**src/rtl/div32_seq.sv**
```systemverilog
// Sequential 32-bit restoring divider, signed/unsigned, one quotient bit per cycle.
// Latency 34 cycles from start to end of done (1 cycle for divide-by-zero); start is ignored while busy.
module div32_seq (
  input  logic        clk,
  input  logic        rst_n,
  input  logic        start,
  input  logic        sign,
  input  logic [31:0] A,
  input  logic [31:0] B,
  output logic [31:0] Q,
  output logic [31:0] R,
  output logic        busy,
  output logic        done,
  output logic        div_zero
);

  typedef enum logic [1:0] {IDLE, RUN, FIX, DONE} state_t;

  state_t      state, state_nxt;
  logic [31:0] p;
  logic [31:0] d;
  logic [31:0] dvs;
  logic [4:0]  cnt;
  logic        neg_q, neg_r;
  logic        accept, bzero;
  logic [32:0] t;
  logic [31:0] a_mag, b_mag;

  assign accept = start && ((state == IDLE) || (state == DONE));
  assign bzero  = (B == 32'd0);
  assign a_mag  = (sign && A[31]) ? -A : A;
  assign b_mag  = (sign && B[31]) ? -B : B;
  // Bit 32 of the trial difference is the borrow; when it is clear the
  // difference fits in 32 bits, so only the low word is kept as remainder.
  assign t      = {p, d[31]} - {1'b0, dvs};

  always_ff @(posedge clk or negedge rst_n) begin
    if (!rst_n) state <= IDLE;
    else        state <= state_nxt;
  end

  always_comb begin
    state_nxt = state;
    case (state)
      IDLE:    if (accept) state_nxt = bzero ? DONE : RUN;
      RUN:     if (cnt == 5'd0) state_nxt = FIX;
      FIX:     state_nxt = DONE;
      DONE:    state_nxt = accept ? (bzero ? DONE : RUN) : IDLE;
      default: state_nxt = IDLE;
    endcase
  end

  always_comb begin
    busy = (state == RUN) || (state == FIX);
    done = (state == DONE);
  end

  always_ff @(posedge clk or negedge rst_n) begin
    if (!rst_n) begin
      p        <= '0;
      d        <= '0;
      dvs      <= '0;
      cnt      <= '0;
      neg_q    <= 1'b0;
      neg_r    <= 1'b0;
      Q        <= '0;
      R        <= '0;
      div_zero <= 1'b0;
    end else if (accept) begin
      if (bzero) begin
        Q        <= 32'hFFFF_FFFF;
        R        <= A;
        div_zero <= 1'b1;
      end else begin
        p        <= '0;
        d        <= a_mag;
        dvs      <= b_mag;
        neg_q    <= sign & (A[31] ^ B[31]);
        neg_r    <= sign & A[31];
        cnt      <= 5'd31;
        div_zero <= 1'b0;
      end
    end else if (state == RUN) begin
      p <= t[32] ? {p[30:0], d[31]} : t[31:0];
      d <= {d[30:0], ~t[32]};
      if (cnt != 5'd0) cnt <= cnt - 5'd1;
    end else if (state == FIX) begin
      Q <= neg_q ? -d : d;
      R <= neg_r ? -p : p;
    end
  end

endmodule

```
**config.mk**
```make
export PLATFORM = sky130hd
export DESIGN_NAME = div32_seq
export DESIGN_NICKNAME = d
export VERILOG_FILES = /design/src/rtl/div32_seq.sv
export SDC_FILE = /design/constraint.sdc
export NUM_CORES = 1
export LEC_CHECK = 0
export ABC_AREA = 0
export BUFFER_PORTS_ARGS = -buffer_cell sky130_fd_sc_hd__buf_2
export CAP_MARGIN = 0
export CORE_AREA = 2 2 215 111
export DETAILED_ROUTE_END_ITERATION = 7
export DIE_AREA = 0 0 217 113
export GPL_TIMING_DRIVEN = 1
export PLACE_DENSITY_LB_ADDON = 0.1
export SETUP_SLACK_MARGIN = 0.3
export SYNTH_ARGS = -nofsm -noshare
export SYNTH_HDL_FRONTEND = slang
export SYNTH_SLANG_ARGS = --single-unit
```
**constraint.sdc**
```tcl
create_clock -name clk -period 4.02 [get_ports clk]
set_input_delay 0.603 -clock clk [delete_from_list [all_inputs] [get_ports clk]]
set_output_delay 0.603 -clock clk [all_outputs]
set_load 0.005 [all_outputs]
```
# Word level (Yosys, flattened, before mapping)
# Cells that the tools add are included.
[classes]
addsub = 6
eq_ne = 8
mux = 29
n_bitwise = 5
reduce_logical = 17
[ops]
columns = ["op", "count"]
rows = [
  ["$mux 32", 19],
  ["$neg 32->32", 4],
  ["$sub 33x32->33", 1],
  ["$logic_not 32->1", 1],
  ["$mux 5", 4],
  ["$mux 2", 4],
  ["$ne 2x2->1 const B", 4],
  ["$pmux 2 s4", 1],
  ["$reduce_and 2->1", 3],
  ["$reduce_and 3->1", 2],
  ["$reduce_bool 2->1", 3],
  ["$logic_not 5->1", 1],
  ["$reduce_bool 5->1", 1],
  ["$sub 5x1->5 const B", 1],
  ["$eq 2x2->1 const B", 2],
  ["$logic_and 1x1->1", 3],
  ["$and 1x1->1", 2],
  ["$eq 2x1->1 const B", 1],
  ["$logic_not 2->1", 1],
  ["$logic_or 1x1->1", 2],
  ["$ne 2x1->1 const B", 1],
  ["$not 1->1", 2],
  ["$mux 1", 1],
  ["$xor 1x1->1", 1],
]
[word_totals]
ff_bits = 170
input_bits = 68
out_inout_bits = 67
elab_cells = 75

# Longest topological paths before layout
# Gate-level depths: netlist of run 1.
[logic_depth]
depth_word = 5
ltp_mapped = 14
ltp_nobuf = 11

# Least setup slack after synthesis of run 1
# No wires, ideal clock.
[synth_timing]
path_type = "in2reg"
startpoint = "input B[2]"
endpoint = "register R[25]"
setup_time_ns = 0.121
arrival_ns = 3.319
required_ns = 3.899
setup_slack_ns = 0.580
stages = 12
n_path_buf = 5
cell_sequence = "or4_1 > clkbuf_1 > or4_1 > buf_2 > nand4bb_4 > or4_4 > o31a_1 > buf_2 > buf_6 > buf_6 > nand2_1 > nand2_1"
[synth_between]
elab_chain_cells = 3
[synth_lines]
columns = ["element", "line", "text"]
rows = [
  ["start: declaration", "9", "input logic [31:0] B,"],
  ["$logic_not 32->1", "30", "assign bzero = (B == 32'd0);"],
  ["$ne 2x1->1 (no source line)", "--", ""],
  ["$reduce_and 3->1 (no source line)", "--", ""],
  ["end signal: assignment", "89", "R <= neg_r ? -p : p;"],
  ["end: declaration", "11", "output logic [31:0] R,"],
]
# No other way between the ends.
# A chain may end at the register's enable or synchronous reset.

# Final worst setup path of run 1
[layout_timing]
startpoint = "register d[31]"
endpoint = "register p[27]"
[layout_between]
elab_chain_cells = 4
[layout_lines]
columns = ["element", "line", "text"]
rows = [
  ["start: declaration", "21", "logic [31:0] d;"],
  ["start signal: assignment", "76", "d <= a_mag;"],
  ["start signal: assignment", "85", "d <= {d[30:0], ~t[32]};"],
  ["$sub 33x32->33", "35", "assign t = {p, d[31]} - {1'b0, dvs};"],
  ["$mux 32", "84", "p <= t[32] ? {p[30:0], d[31]} : t[31:0];"],
  ["$mux 32", "83", "end else if (state == RUN) begin"],
  ["$mux 32", "69", "end else if (accept) begin"],
  ["end signal: assignment", "84", ""],
  ["end: declaration", "20", "logic [31:0] p;"],
]
# No other way between the ends. The select of a mux whose other input is x is not followed.

==> summary.txt, run 1 <==
Die
  – Chip height: roughly 110 µm
  – Core Rows: 39
  – Starting Density: between 50 and 60%
  – Die Area: 0.0245 mm²
  – Core region area: around 0.023 mm²
  – Ports: between 100 and 150
  – Die width: 217 µm

Critical path
  – Crit Path Category: reg2reg
  – Cell mode on critical path: buf_4
  – RR Endpoint: p[27]$_DFFE_PN0P_
  – CP peak stage delay: 0.42 ns
  – CP Launch Type: flop
  – Worst EP required: 4.34 ns
  – R2R cell count: 13
  – Arrival @ worst endpoint: 3.78 ns
  – Crit-path max FO: 16
  – Start point of the critical path: d[31]$_DFFE_PN0P_
  – Crit-path cells: inv_1, ha_1, fa_1, nand2b_1, a211oi_1, o211ai_1, a2111oi_2, buf_4, nor4_1, o31ai_2, buf_4, nor2_1, a221o_1
  – Critical path buffer and inverter count: 3
  – Reg-to-Reg Start: d[31]$_DFFE_PN0P_
  – Worst setup path end: p[27]$_DFFE_PN0P_
  – Slowest CP cell: fa_1
  – CP Capture Type: flop
  – Flop2flop setup slack: approximately 0.56 ns
  – Kind of cell adding the most delay to the critical path: compound AO/OA/AOI/OAI gates
  – Critical path depth: 13

Drt
  – DR pass1 iterations: 5
  – Vias per cell: about 5.7
  – Routed Antenna Nets: 0
  – DR WL/cell: ~17 µm
  – WL final: approximately 32 mm
  – Vias: around 10000
  – DRT iter0 DRCs: 914
  – DR DRC count: 0

GRT
  – GR Layer Usage met1: 38.9%
  – Met3 usage: 4.44%
  – Most used routing layer: met2
  – Gr usage total: 26.7%
  – GR Util met2: between 40% and 50%
  – Global-route wire length before repair: approximately 52 mm
  – Initial antenna violation count: 2
  – Largest net degree at the start of global routing: 120
  – Grt total ovfl: 0
  – Vias in the first global route: between 9000 and 10000

Layout
  – Layout Area Growth over Synthesis: 13.4%
  – Final nets: 1624
  – Design area: ~0.013 mm²
  – Final Util: 58.3%
  – Post-Layout Cell Count: roughly 1800
  – Most frequent cells in the layout: 173 x o21ai_0, 171 x nand2_1, 170 x dfrtp_1
  – Layout cells sized above 1: roughly 14%
  – Most common cell after layout, fill and taps aside: o21ai_0

STA
  – Fin. Hold Viols: 0
  – Final setup viols: 0
  – Slew Viols, Final: 0
  – Worst-Margin Slew: about 0.96 ns
  – Post-route clock period utilization: 86.0%
  – F_max: between 200 and 300 MHz
  – Clock skew: approximately 0.014 ns
  – Minimum clock period: 3.46 ns
  – Fin Setup TNS: 0 ns
  – Unrepaired setup endpoints after global routing: no
  – Slew headroom: 35.9%

Synthesis
  – Compound-gate portion of the synthesized area: roughly a quarter
  – Synth Net Count: approximately 1500
  – Cells after synthesis: ~1400
  – Simple-gate share of the synthesized area: 17.7%
  – Ys flop type: dfrtp_1
  – Sequential area share after synthesis: 36.7%
  – Synth warn: 0
  – Share of synthesized area spent on multiplexers: 1.07%
  – Largest family of logic cells by synthesized area: compound AO/OA/AOI/OAI gates
  – Library cells used by synthesis: between 60 and 70
  – Syn avg cell area: between 8 and 9 µm²
  – Share of Yosys cell area claimed by the top area cell type: 36.7%
  – Number of flops mapped to enable cells by yosys: 0
  – Register bit total from synthesis: 170
  – Largest area contributor in the synthesized netlist: dfrtp_1
  – Top post-synthesis cells by area: dfrtp_1 37%, o21ai_0 7.5%, xnor2_1 5.7%
  – FFs w/ async S/R, synth: 100%
  – Post-Synth XOR/XNOR Area: a little over a tenth
  – Share of synthesized cell area in full adder, half adder and majority cells: 4.71%
  – Cell Area, Synth: ~0.012 mm²

Pwr
  – Sw power: about 5.0 mW
  – Overall Power: about 11 mW
  – Combinational power share: 55.3%
  – Peak VDD IR: roughly 0.40 mV
  – Sequential Power Share: a little under 30%
  – Internal power: around 5.9 mW
  – Clock network power share: approximately 16%
  – Pwr dens: between 800 and 900 mW/mm²
  – Sw frac: 46.3%
  – P_leak: about 6 nW

Place
  – GPL Wtd Cong: ~0.9
  – Port bufs: between 100 and 150
  – DP Area: 0.0125 mm²
  – Placed instance count: 1801
  – Hpwl dp: between 20 and 25 mm

Outcome
  – Status: complete, no violations

Worst hold path
  – Hold Path Class: in2async

CTS
  – Deepest clock path buffer count: 2
  – CTS tree: yes
  – Clock Latency Late Sink: 0.44 ns
  – H-Tree Depth: 4
  – Root Buffer: clkbuf_16
  – CTS Buf Count: 17
  – Hold_buf cts: 0
  – Worst-path clk slew: approximately 0.070 ns
  – Clk sinks: 170

Run
  – Maxcap violations: 0
[flip-flops by register name, summed over array words and instances, names as in the netlist]
register / flops
dvs: 32
d: 32
neg_q: 1
p: 32
div_zero: 1
Q: 32
R: 32
cnt: 5
state: 2
neg_r: 1
[routing by layer]
| metal | vias to the layer above | share of wire (%) |
|---|---|---|
| li1 | 5178 | - |
| met3 | 46 | 5.4 |
| met1 | 4874 | 48 |
| met2 | 301 | 44 |
| met5 | - | 0 |
| met4 | 0 | 2.4 |
[cell usage after synthesis (13+ instances only)]
| cell type | n |
|---|---|
| o21ai_0 | 173 |
| nand2_1 | 171 |
| dfrtp_1 | 170 |
| nor2_1 | 125 |
| a21oi_1 | 113 |
| xnor2_1 | 76 |
| inv_1 | 71 |
| clkbuf_1 | 62 |
| xor2_1 | 62 |
| ha_1 | 42 |
| a21o_1 | 26 |
| a22oi_1 | 25 |
| o31ai_1 | 25 |
| o21ai_1 | 20 |
| or4_1 | 19 |
| nor4_1 | 18 |
| nand3_1 | 17 |
| nand2b_1 | 16 |
| nor3_1 | 15 |
| o41ai_1 | 15 |
| or3_1 | 13 |
[worst min path at each step]
stage               cells after the start                   to
global placement                        1     Q[8]$_DFFE_PN0P_
global route                            1   dvs[6]$_DFFE_PN0P_
CTS                                     1  dvs[24]$_DFFE_PN0P_
floorplan                               0     Q[0]$_DFFE_PN0P_
finish                                  1   dvs[2]$_DFFE_PN0P_
detailed placement                      2    R[25]$_DFFE_PN0P_
[area by class of cell]
cell class / instances / area, µm²
Fill cell: 2132 / 9400
Antenna cell: 2 / 5.00
Tap cell: 307 / 384
Timing Repair Buffer: 161 / 917
Sequential cell: 170 / 4250
Inverter: 71 / 267
Multi-Input combinational cell: 1092 / 6730
Clock buffer: 18 / 439
Clock inverter: 14 / 158
[worst reg2reg max path, cell delays in order (launching register included)]
cell	delay (ns)
dfrtp_1	0.41
inv_1	0.08
ha_1	0.23
fa_1	0.42
nand2b_1	0.21
a211oi_1	0.33
o211ai_1	0.21
a2111oi_2	0.37
buf_4	0.18
nor4_1	0.07
o31ai_2	0.26
buf_4	0.25
nor2_1	0.08
a221o_1	0.26
[power by group through the flow]
stage                     sequential (mW)  clock, mW  combinational [mW]
after global placement               3.15          0                5.85
after floorplan                      2.97          0                4.45
after global routing                 3.26       1.82                6.81
after CTS                            3.16       1.74                6.01
final                                3.16       1.71                6.02
after detailed placement             3.19          0                5.98
[cell families after synthesis]
logic type / after synthesis
DFF: 170
and+or+nand+nor: 440
AOI/OAI and AO/OA: 459
adders and majority gates: 43
muxes: 12
xor gates and xnor gates: 138
buffers and inverters: 152
[stage by stage]
stage | hold WS [ns] | setup WS, ns
global placement | 0.455 | 0.251
finish | 0.175 | 0.562
floorplan | 0.307 | 0.580
detailed placement | 0.463 | 0.194
global route | 0.232 | 0.343
CTS | 0.193 | 0.402
[repair_timing]
| action | 4_1_cts | 5_1_grt |
|---|---|---|
| hold endpoints to repair | 0 | 0 |
| setup endpoints to repair | 0 | 33 |
| resized for setup | 0 | 2 |
| buffers inserted | 0 | 0 |
No activity file was read; power rests on OpenSTA's default activity.
==> run 2: changes to the inputs <==
--- a/config.mk
+++ b/config.mk
@@ -8,11 +8,11 @@
 export ABC_AREA = 0
 export BUFFER_PORTS_ARGS = -buffer_cell sky130_fd_sc_hd__buf_2
 export CAP_MARGIN = 0
-export CORE_AREA = 2 2 215 111
+export CORE_AREA = 2 2 281 144
 export DETAILED_ROUTE_END_ITERATION = 7
-export DIE_AREA = 0 0 217 113
+export DIE_AREA = 0 0 283 146
 export GPL_TIMING_DRIVEN = 1
-export PLACE_DENSITY_LB_ADDON = 0.1
+export PLACE_DENSITY = 0.46
 export SETUP_SLACK_MARGIN = 0.3
 export SYNTH_ARGS = -nofsm -noshare
 export SYNTH_HDL_FRONTEND = slang
==> run 2 against run 1 <==
Net effect: critical path depth is 1 lower; via count is 1.1% lower; cell count is 12% higher; fmax is 0.22% higher; total power is 0.13% higher; sequential power is 2% higher; sequential share of layout area is 0.70 points lower; utilization is 24 points lower; non-clock buffer count is 2 higher; die area is 69% higher.
==> summary.txt, run 2 (synthesized netlist as in run 1, its figures left out) <==
Outcome
  – Status: complete, no violations

Pwr
  – Sequential Power Share: 29.6% (+0.5 points)
  – Combinational power share: 55.8% (+0.5 points)
  – Internal power: 5.86 mW (+0.18%)
  – Overall Power: 10.9 mW (+0.13%)
  – Sw frac: 46.2% (about the same)
  – Peak VDD IR: 0.355 mV (-11%)
  – Clock network power share: 14.6% (-1.1 points)
  – P_leak: 6.00 nW (about the same)
  – Pwr dens: 812 mW/mm² (-2.0%)
  – Sw power: 5.04 mW (about the same)

Place
  – GPL Wtd Cong: 0.832 (-7.5%)
  – Hpwl dp: 27.1 mm (+13%)
  – Placed instance count: 2026 (+12%)
  – Port bufs: 134 (unchanged)

Critical path
  – Crit-path cells: inv_1, fa_1, nand2b_1, a211oi_2, o211ai_1, a2111oi_2, buf_4, nor4_1, o31ai_2, buf_4, nor2_1, a221o_1
  – Crit-path max FO: 18 (+2)
  – Cell mode on critical path: buf_4
  – Slowest CP cell: dfrtp_1
  – Kind of cell adding the most delay to the critical path: compound AO/OA/AOI/OAI gates
  – CP Launch Type: flop
  – Crit Path Category: reg2reg
  – CP Capture Type: flop
  – Arrival @ worst endpoint: 3.78 ns (about the same)
  – Critical path buffer and inverter count: 3 (unchanged)
  – CP peak stage delay: 0.50 ns (+0.08 ns)
  – Worst EP required: 4.35 ns (about the same)

Die
  – Starting Density: 30.0% (-21 points)
  – Core region area: 0.0386 mm² (+71%)
  – Chip height: 146 µm (+29%)
  – Core Rows: 51 (+31%)
  – Die Area: 0.0413 mm² (+69%)
  – Ports: 135 (unchanged)
  – Die width: 283 µm (+30%)

STA
  – Fin Setup TNS: 0 ns (unchanged)
  – Slew headroom: 34.7% (-1.2 points)
  – Minimum clock period: 3.45 ns (-0.00753 ns)
  – Worst-Margin Slew: 0.979 ns (+0.0173 ns)
  – Slew Viols, Final: 0 (unchanged)
  – Unrepaired setup endpoints after global routing: no
  – Clock skew: 0.0106 ns (-0.00293 ns)
  – Post-route clock period utilization: 85.8% (-0.19 points)
  – Fin. Hold Viols: 0 (unchanged)
  – Final setup viols: 0 (unchanged)
  – F_max: 290 MHz (+0.22%)

Layout
  – Flip-flop and latch area: 0.00425 mm² (unchanged)
  – Multi-input logic area: 0.00673 mm² (about the same)
  – Number of fill cells in the layout: 4049 (+90%)
  – Layout cells sized above 1: 14.3% (-0.14 points)
  – Final Util: 34.8% (-24 points)
  – Final nets: 1626 (+0.12%)
  – Most frequent cells in the layout: 173 x o21ai_0, 171 x nand2_1, 170 x dfrtp_1
  – Layout Area Growth over Synthesis: 15.9%
  – Post-Layout Cell Count: 2059 (+12%)
  – Most common cell after layout, fill and taps aside: o21ai_0

Drt
  – DR DRC count: 0 (unchanged)
  – DR pass1 iterations: 5 (unchanged)
  – Vias per cell: 5.00 (-12%)
  – Vias: 10286 (-1.1%)
  – DRT iter0 DRCs: 701 (-23%)
  – DR WL/cell: 17.1 µm (-1.1%)
  – Routed Antenna Nets: 0 (unchanged)
  – WL final: 35.3 mm (+11%)

GRT
  – Grt total ovfl: 0 (unchanged)
  – Global-route wire length before repair: 56.3 mm (+8.4%)
  – Initial antenna violation count: 2 (unchanged)
  – Vias in the first global route: 10016 (+1.5%)
  – Gr usage total: 17.0% (-9.7 points)
  – Largest net degree at the start of global routing: 120 (unchanged)

CTS
  – H-Tree Depth: 4 (unchanged)
  – Clk sinks: 170 (unchanged)
  – CTS tree: yes
  – CTS Buf Count: 17 (unchanged)
  – Root Buffer: clkbuf_16
  – Deepest clock path buffer count: 2 (unchanged)
  – Clock Latency Late Sink: 0.45 ns (about the same)
  – Worst-path clk slew: 0.06 ns (about the same)

Worst hold path
  – Hold Path Class: in2async

Run
  – Maxcap violations: 0 (unchanged)
run 2: cell types whose count changed in the layout (fill, tap and decap cells not counted), sizes merged:
cell      previous run  this run
buf                161       163
bufinv               2         1
clkbuf              18        24
clkinvlp             2         3
inv                 78        71
run 2: timing repair:
item,CTS,global route
setup buffers,0,0
hold endpoints to repair,0,0
hold buffers,0,0
cloned,0,0
resized for setup,1,2
setup endpoints to repair,5,33
run 2: power groups by stage:
stage          registers, mW  clock network [mW]  logic, mW
2_1_floorplan           2.97                   0       4.45
3_3_place_gp            3.23                   0       6.01
3_5_place_dp            3.26                   0       6.09
4_1_cts                 3.23                1.64       6.11
5_1_grt                 3.34                1.72       6.86
6_report                3.23                1.60       6.08
run 2: area by class of cell:
| class | count | share of cell area (%) |
|---|---|---|
| multi-input cells | 1092 | 50.1 |
| flip-flops and latches | 170 | 31.7 |
| repair buffers | 163 | 7.22 |
| well taps | 530 | 4.93 |
| clock buffers | 24 | 3.58 |
| inverters | 71 | 1.98 |
| clock inverters | 7 | 0.503 |
| diodes | 2 | 0.0372 |
run 2: final timing paths:
check                                        from                  to  slack, ns  cells after the start
worst max-delay path             p[0]$_DFFE_PN0P_   p[15]$_DFFE_PN0P_       0.57                     12
worst min-delay path                        rst_n  dvs[4]$_DFFE_PN0P_       0.22                      1
worst max register to register   p[0]$_DFFE_PN0P_   p[15]$_DFFE_PN0P_       0.57                     12
worst min register to register  Q[20]$_DFFE_PN0P_   Q[20]$_DFFE_PN0P_       0.47                      2
max in group asynchronous                   rst_n   Q[20]$_DFFE_PN0P_       2.92                      2
min in group clk                             B[1]  dvs[1]$_DFFE_PN0P_       0.42                      3
run 2: worst reg2reg max path: stages (launching register included):
cell	delay, ns
dfrtp_1	0.50
inv_1	0.17
fa_1	0.47
nand2b_1	0.21
a211oi_2	0.26
o211ai_1	0.20
a2111oi_2	0.39
buf_4	0.18
nor4_1	0.07
o31ai_2	0.25
buf_4	0.27
nor2_1	0.08
a221o_1	0.26
run 2: through the flow:
step	hold WS (ns)	area (µm²)	worst slack, ns
6_report	0.218	13400	0.570
5_1_grt	0.272	13400	0.348
4_1_cts	0.247	13400	0.350
3_5_place_dp	0.464	12900	0.208
3_3_place_gp	0.457	12900	0.246
2_1_floorplan	0.307	11600	0.580
run 2: metal layers:
metal	vias up	routed length (µm)	global-route usage [%]
li1	5178	-	-
met1	4889	17500	23.8
met3	22	1270	3.03
met2	197	16000	27.0
met5	-	0	0
met4	0	457	4.34
